File: config.mk
export PLATFORM = sky130hd
export DESIGN_NAME = cdb_scheduler
export DESIGN_NICKNAME = d
export VERILOG_FILES = /design/src/rtl/cdb_scheduler.sv
export SDC_FILE = /design/constraint.sdc
export NUM_CORES = 1
export LEC_CHECK = 0
export ABC_AREA = 0
export BUFFER_PORTS_ARGS = -buffer_cell sky130_fd_sc_hd__buf_2
export CELL_PAD_IN_SITES_DETAIL_PLACEMENT = 0
export CELL_PAD_IN_SITES_GLOBAL_PLACEMENT = 1
export CORE_ASPECT_RATIO = 1.4
export CORE_MARGIN = 2
export CORE_UTILIZATION = 30
export DETAILED_ROUTE_END_ITERATION = 6
export GPL_TIMING_DRIVEN = 0
export HOLD_SLACK_MARGIN = 0.12
export PLACE_DENSITY = 0.66
export SKIP_LAST_GASP = 1
export SLEW_MARGIN = 20
export SYNTH_ARGS = -nofsm -noshare
export SYNTH_HDL_FRONTEND = slang
export SYNTH_SLANG_ARGS = --single-unit
File: constraint.sdc
create_clock -name clock -period 8.05 [get_ports clock]
set_input_delay 0 -clock clock [delete_from_list [all_inputs] [get_ports clock]]
set_output_delay 0 -clock clock [all_outputs]
set_load 0.005 [all_outputs]
File: src/rtl/cdb_scheduler.sv
// cdb_scheduler: shares two registered CDB slots among four completion sources
// (0=mult, 1=mem, 2=alu0, 3=alu1). A losing source is parked in a one-entry
// holding register and stalled until that entry is granted.
// Optional build macro CDB_FIXED_PRIO_EN: fixed priority mult > mem > alu0 > alu1
// with no round-robin pointer; otherwise round-robin arbitration.
module cdb_scheduler #(
  parameter int unsigned TAG_W   = 6,
  parameter int unsigned XLEN    = 32,
  parameter int unsigned NUM_CDB = 2
) (
  input  logic                     clock,
  input  logic                     reset,
  input  logic                     squash,
  input  logic [3:0]               ex_valid,
  input  logic [4*TAG_W-1:0]       ex_tag,
  input  logic [4*XLEN-1:0]        ex_value,
  output logic [3:0]               stall_out,
  output logic [NUM_CDB-1:0]       cdb_valid,
  output logic [NUM_CDB*TAG_W-1:0] cdb_tag,
  output logic [NUM_CDB*XLEN-1:0]  cdb_value
);

  if (NUM_CDB != 2) begin : g_bad_num_cdb
    $error("cdb_scheduler: only NUM_CDB=2 is supported");
  end

  logic [3:0]                       h_valid_q, h_valid_d;
  logic [3:0][TAG_W-1:0]            h_tag_q, h_tag_d;
  logic [3:0][XLEN-1:0]             h_value_q, h_value_d;
  logic [NUM_CDB-1:0]               cdb_valid_q, cdb_valid_d;
  logic [NUM_CDB-1:0][TAG_W-1:0]    cdb_tag_q, cdb_tag_d;
  logic [NUM_CDB-1:0][XLEN-1:0]     cdb_value_q, cdb_value_d;

  logic [3:0]             cand_valid;
  logic [3:0][TAG_W-1:0]  cand_tag;
  logic [3:0][XLEN-1:0]   cand_value;
  logic [1:0]             scan_start;
  logic [1:0]             scan_idx;
  logic [1:0]             grant_vld;
  logic [1:0][1:0]        grant_src;
  logic [3:0]             granted;
  logic [1:0]             last_src;

  // Candidate per source: a parked packet shadows the live ex inputs.
  always_comb begin
    cand_valid = '0;
    cand_tag   = '0;
    cand_value = '0;
    for (int unsigned i = 0; i < 4; i++) begin
      cand_valid[i] = h_valid_q[i] | ex_valid[i];
      cand_tag[i]   = h_valid_q[i] ? h_tag_q[i]   : ex_tag[i*TAG_W +: TAG_W];
      cand_value[i] = h_valid_q[i] ? h_value_q[i] : ex_value[i*XLEN +: XLEN];
    end
  end

  // Scan from scan_start; first two candidates take slots 0 and 1.
  always_comb begin
    scan_idx  = '0;
    grant_vld = '0;
    grant_src = '0;
    granted   = '0;
    last_src  = '0;
    for (int unsigned k = 0; k < 4; k++) begin
      scan_idx = scan_start + 2'(k);
      if (cand_valid[scan_idx]) begin
        if (!grant_vld[0]) begin
          grant_vld[0]      = 1'b1;
          grant_src[0]      = scan_idx;
          granted[scan_idx] = 1'b1;
          last_src          = scan_idx;
        end else if (!grant_vld[1]) begin
          grant_vld[1]      = 1'b1;
          grant_src[1]      = scan_idx;
          granted[scan_idx] = 1'b1;
          last_src          = scan_idx;
        end
      end
    end
  end

`ifdef CDB_FIXED_PRIO_EN
  assign scan_start = 2'd0;
`else
  logic [1:0] rr_q, rr_d;

  // Pointer moves past the last granted source; holds when nothing is granted.
  always_comb begin
    rr_d = rr_q;
    if (squash) begin
      rr_d = '0;
    end else if (|grant_vld) begin
      rr_d = last_src + 2'd1;
    end
  end

  // Round-robin pointer register.
  always_ff @(posedge clock or posedge reset) begin
    if (reset) rr_q <= '0;
    else       rr_q <= rr_d;
  end

  assign scan_start = rr_q;
`endif

  // Holding-register and CDB slot next state; squash overrides everything.
  always_comb begin
    h_valid_d   = h_valid_q;
    h_tag_d     = h_tag_q;
    h_value_d   = h_value_q;
    cdb_valid_d = '0;
    cdb_tag_d   = cdb_tag_q;
    cdb_value_d = cdb_value_q;
    for (int unsigned i = 0; i < 4; i++) begin
      if (granted[i]) begin
        h_valid_d[i] = 1'b0;
      end else if (!h_valid_q[i] && ex_valid[i]) begin
        h_valid_d[i] = 1'b1;
        h_tag_d[i]   = ex_tag[i*TAG_W +: TAG_W];
        h_value_d[i] = ex_value[i*XLEN +: XLEN];
      end
    end
    for (int unsigned k = 0; k < 2; k++) begin
      if (grant_vld[k]) begin
        cdb_valid_d[k] = 1'b1;
        cdb_tag_d[k]   = cand_tag[grant_src[k]];
        cdb_value_d[k] = cand_value[grant_src[k]];
      end
    end
    if (squash) begin
      h_valid_d   = '0;
      cdb_valid_d = '0;
    end
  end

  // State registers, asynchronously cleared.
  always_ff @(posedge clock or posedge reset) begin
    if (reset) begin
      h_valid_q   <= '0;
      h_tag_q     <= '0;
      h_value_q   <= '0;
      cdb_valid_q <= '0;
      cdb_tag_q   <= '0;
      cdb_value_q <= '0;
    end else begin
      h_valid_q   <= h_valid_d;
      h_tag_q     <= h_tag_d;
      h_value_q   <= h_value_d;
      cdb_valid_q <= cdb_valid_d;
      cdb_tag_q   <= cdb_tag_d;
      cdb_value_q <= cdb_value_d;
    end
  end

  assign stall_out = h_valid_q;
  assign cdb_valid = cdb_valid_q;
  assign cdb_tag   = cdb_tag_q;
  assign cdb_value = cdb_value_q;

endmodule

# Word level (Yosys, flattened, before mapping)
# Cells that the tools add are included.
op_classes:
  addsub: 4
  magnitude_cmp: 10
  n_mux: 86
  bitwise: 11
  n_reduce_logical: 22
ops:
  columns: ["operator", "n"]
  rows:
  - ["32-bit 2-to-1 mux", 6]
  - ["32-bit binary-select mux with 2-bit select", 2]
  - ["4-bit 2-to-1 mux", 14]
  - ["2-bit 2-to-1 mux", 26]
  - ["6-bit 2-to-1 mux", 6]
  - ["6-bit binary-select mux with 2-bit select", 2]
  - ["1-bit 2-to-1 mux", 22]
  - ["2-bit by 3-bit < comparator with 1-bit output, second input constant", 6]
  - ["4-bit OR", 3]
  - ["3-bit nonzero test", 4]
  - ["1-bit binary-select mux with 2-bit select", 4]
  - ["1-bit demux with 2-bit select", 4]
  - ["2-bit by 1-bit >= comparator with 1-bit output, second input constant", 4]
  - ["1-bit logical AND", 8]
  - ["2-bit AND reduction", 4]
  - ["2-bit by 1-bit adder with 2-bit output, second input constant", 2]
  - ["2-bit adder, second input constant", 2]
  - ["1-bit zero test", 4]
  - ["1-bit inverter", 4]
  - ["1-bit OR", 4]
  - ["2-bit nonzero test", 1]
  - ["2-bit OR reduction", 1]
totals:
  reg_bits: 236
  out_inout_bits: 82

# Depth between registers and ports, before layout
logic_depth:
  ltp_word: 19
  mapped_depth: 16
  mapped_depth_nobuf: 12

# Worst setup path before layout
# No wires, ideal clock.
synth_path:
  kind: "register to register"
  start: "register rr_q[1]"
  end: "register h_tag_q[10] (netlist bit)"
  setup_time_ns: 0.125
  arrival_ns: 2.993
  required_ns: 7.925
  setup_slack_ns: 4.932
  stages_incl_launch_ff: 13
  path_buffers: 3
  synth_period_minus_slack_ns: 3.118
  path_cell_list: "dfrtp_1 buf_2 inv_1 ha_1 nor2b_1 a2bb2oi_4 and2_1 maj3_1 nand3_1 and4b_1 buf_4 buf_6 mux2_4"
synth_between:
  elab_chain_len: 19
  word_cells_on_any_way: 51
synth_rtl:
  columns: ["element", "line", "rtl"]
  rows:
  - ["start: declaration", "84", "logic [1:0] rr_q, rr_d;"]
  - ["start signal: assignment", "99", "else rr_q <= rr_d;"]
  - ["2-bit by 1-bit adder with 2-bit output (tied with other cells)", "64", "scan_idx = scan_start + 2'(k);"]
  - ["2-bit by 3-bit < comparator with 1-bit output (not written as such) (tied with other cells)", "69, 74", null]
  - ["1-bit logical AND (not written as such) / 1-bit 2-to-1 mux (equally long branches)", null, null]
  - ["1-bit 2-to-1 mux (not written as such) / 1-bit demux with 2-bit select (equally long branches)", null, null]
  - ["1-bit demux with 2-bit select / 4-bit 2-to-1 mux (equally long branches)", "69, 74, 65", null]
  - ["4-bit OR (no line)", null, null]
  - ["4-bit 2-to-1 mux", "71", "end else if (!grant_vld[1]) begin"]
  - ["4-bit 2-to-1 mux", "66", "if (!grant_vld[0]) begin"]
  - ["[... 3 more ...]", null, null]
  - ["4-bit 2-to-1 mux", "66", null]
  - ["4-bit 2-to-1 mux", "65", "if (cand_valid[scan_idx]) begin"]
  - ["4-bit OR (no line)", null, null]
  - ["4-bit 2-to-1 mux", "71", null]
  - ["4-bit 2-to-1 mux", "66", null]
  - ["4-bit 2-to-1 mux (*)", "65", null]
  - ["1-bit inverter (no line) (*)", null, null]
  - ["2-bit AND reduction (no line) (*)", null, null]
  - ["end signal: assignment", "146", "h_tag_q <= h_tag_d;"]
  - ["end: declaration", "28", "logic [3:0][TAG_W-1:0] h_tag_q, h_tag_d;"]
# Mark *: on every way between the ends. The rest lies on a longest branch, timed or not. The select of a mux whose other input is x is not followed.
# A chain may end at the register's enable or synchronous reset.

# Worst setup path after layout
layout_path:
  start: "register rr_q[1]"
  end: "register cdb_value_q (netlist bit cdb_value[4])"
layout_between:
  elab_chain_len: 11
  word_cells_on_any_way: 24
layout_rtl:
  columns: ["element", "line", "rtl"]
  rows:
  - ["parallel branches: the longest is 11 deep, another holds 2-bit by 1-bit adder with 2-bit output", null, null]
  - ["end signal: assignment", "150", "cdb_value_q <= cdb_value_d;"]
  - ["end: declaration", "32", "logic [NUM_CDB-1:0][XLEN-1:0] cdb_value_q, cdb_value_d;"]
# Several ways; the timed one is not identified. The select of a mux whose other input is x is not followed.

==> flow_summary.ini <==
[clock_network]
clockRootBuffer = clkbuf_16
clk_latency_ps = 540
cts_sinks = 236
cts_setup_buffers = 0
cts_buffers = 27
clk_pin_slew_ps = 70
cts.htree.levels = 1
cts_tree = done
cts_buffer_depth = 3

[timing]
rsz0062_at_grt = no
setup_viol = 0
fin_crit_sh = 0.548
slew_headroom = 0.298
skew_ps = 9.28
hold_viol = 0
fmax_mhz = 227
timing.final.crit_period_ps = 4410
slew_viol_final = 0
tns_ps = 0
setup_ws_ps = 3640
tightest_slew_ps = 1050

[global_route]
grt_max_degree = 100
track_usage = 0.206
grt_use_met3 = 0.0188
met1_usage = 0.253
antenna_found_initial = 6
busiest_layer = met2
grt_overflow_total = 0
grt_pass1_wl_um = 73700
met2_usage = 0.362
grt_pass1_vias = 12100

[place]
port_buffers = 239
placed_area_um2 = 15500
preCtsSetupSlack_ps = 3740
routabilityCongestion = 0.889
place_inst = 1966
dp_hpwl_um = 35400

[routing]
drcViolationCount = 0
drt_iter0_drc = 607
postRouteAntennaNets = 0
wire_per_inst_um = 22.4
route.final.wire_length_um = 48600
routed-via-count = 11200
vias_per_cell = 5.17
drt_pass1_iterations = 5

[critical_path]
critPathKind = flop to flop
cp.required_ps = 8520
end_kind = flop
crit_path_start_kind = flop
critPathArrivalTime_ps = 4890
path_max_fanout = 10

[yosys]
yosysWarnings = 0
synthArstFlopShare = 1.00
synthCells = 1161
synth_most_common_cell = dfrtp_1
yosys-top-cells-count = dfrtp_1, mux2_2, nand2_1, mux2i_1, o211ai_1
synth-seq-cells = 236
yosysUniqueCellTypes = 60
syn_area_um2 = 13500
yosysTopAreaCell = dfrtp_1
netlist_top_cells_area = dfrtp_1, mux2_2, mux2i_1
avgSynthCellArea_um2 = 11.7
synth_edf_count = 0
syn_nets = 1330
ys_seq_area_frac = 0.436
synth_top_cell_area_share = 0.436
ys.flop_type = dfrtp_1

[floorplanning]
start_util = 0.302
num_io_pins = 241
die_h_um = 255
rows = 92
die_x_um = 184
core_um2 = 44800
die-area_um2 = 46900

[pwr]
p_total_mw = 9.10
p_per_area_nw_per_um2 = 509
ir_drop_mv = 0.315
p_leak_nw = 7.65

[final_layout]
final_cells = 2173
final_nets = 1757
drive_above_1_share = 0.388
areaGrowthSynthToFinish_pct = 32.2
design_area_um2 = 17900

[run_status]
outcome = completed

[hold_path]
hold_path_class = primary input to flop

[flow_run]
maxCapViolations = 0
-- cell type report --
class,instances,area (µm²)
Antenna cell,6,15.0
Clock buffer,37,763
Tap cell,564,706
Multi-Input combinational cell,821,7040
Fill cell,4366,26900
Sequential cell,236,5910
Clock inverter,7,38.8
Inverter,6,30.0
Buffer,98,568
Timing Repair Buffer,398,2820
-- timing repair --
action                                 4_1_cts  5_1_grt
endpoints found under the hold margin      373        0
resized for setup                            0        0
hold buffers                               157        0
-- worst max-delay path: stages (launching register included) --
cell,delay [ps]
dfrtp_1,570
buf_2,300
inv_1,220
ha_1,430
clkbuf_1,450
mux2i_1,170
mux2i_1,150
a21o_1,160
o211ai_1,210
and3b_1,240
clkbuf_1,520
buf_1,600
o211ai_1,200
nand3_1,120
-- logic make-up after synthesis --
logic type                 after synthesis  synth area share
DFF                                    236             0.436
buffers and inverters                  104            0.0436
adders and majority gates               11           0.00998
muxes                                  388             0.320
AOI/OAI and AO/OA                      168             0.107
and+or+nand+nor                        251            0.0812
xor gates and xnor gates                 3           0.00194
-- metal layers --
metal,vias to the layer above,share of wire
li1,5155,-
met1,5590,0.41
met2,373,0.51
met3,116,0.040
met4,2,0.042
met5,-,0.00023
-- cell usage in the layout, fill, tap and decap left out, types with 5 or more instances in the layout --
cell,count
buf_1,7
dfrtp_1,236
clkbuf_16,27
a21oi_1,9
clkbuf_1,43
mux2_4,20
clkinv_2,6
nand3_1,45
mux2_1,14
mux2i_1,118
buf_6,11
ha_1,10
diode_2,6
dlygate4sd3_1,157
mux2_2,233
a221oi_2,20
nor2_1,49
nand2_1,126
o21ai_0,6
clkbuf_8,5
nor3_1,9
o211ai_1,80
buf_2,270
a221oi_1,20
buf_4,8
-- where the power goes --
group / leakage (nW) / switching (mW) / internal [mW]
sequential: 2.77 / 0.371 / 1.86
clock: 0.403 / 0.514 / 0.656
combinational: 4.48 / 3.12 / 2.58
-- path summary, 6_finish.rpt --
kind                          startpoint        endpoint  slack [ps]  cells past startpoint
hold reg to reg            h_value_q[10]   h_value_q[10]         480                      1
hold / removal              ex_value[10]   h_value_q[10]         230                      3
max in group asynchronous          reset     h_tag_q[13]        6150                      6
min in group asynchronous          reset  h_value_q[117]         590                      4
setup reg to reg                 rr_q[1]    cdb_value[4]        3640                     13
setup / recovery                 rr_q[1]    cdb_value[4]        3640                     13
-- state kept, by name (all words and copies together), names as in the netlist --
register	cells
cdb_value	64
stall_out	4
cdb_valid	2
h_value_q	128
h_tag_q	24
cdb_tag	12
rr_q	2
-- per-stage QoR --
step	hold WS, ps	utilization
after floorplan	135	-
after CTS	181	0.399
after global placement	233	0.345
after global routing	236	0.400
after detailed placement	7.79	0.346
final	231	0.400
No activity file was read; power rests on OpenSTA's default activity.
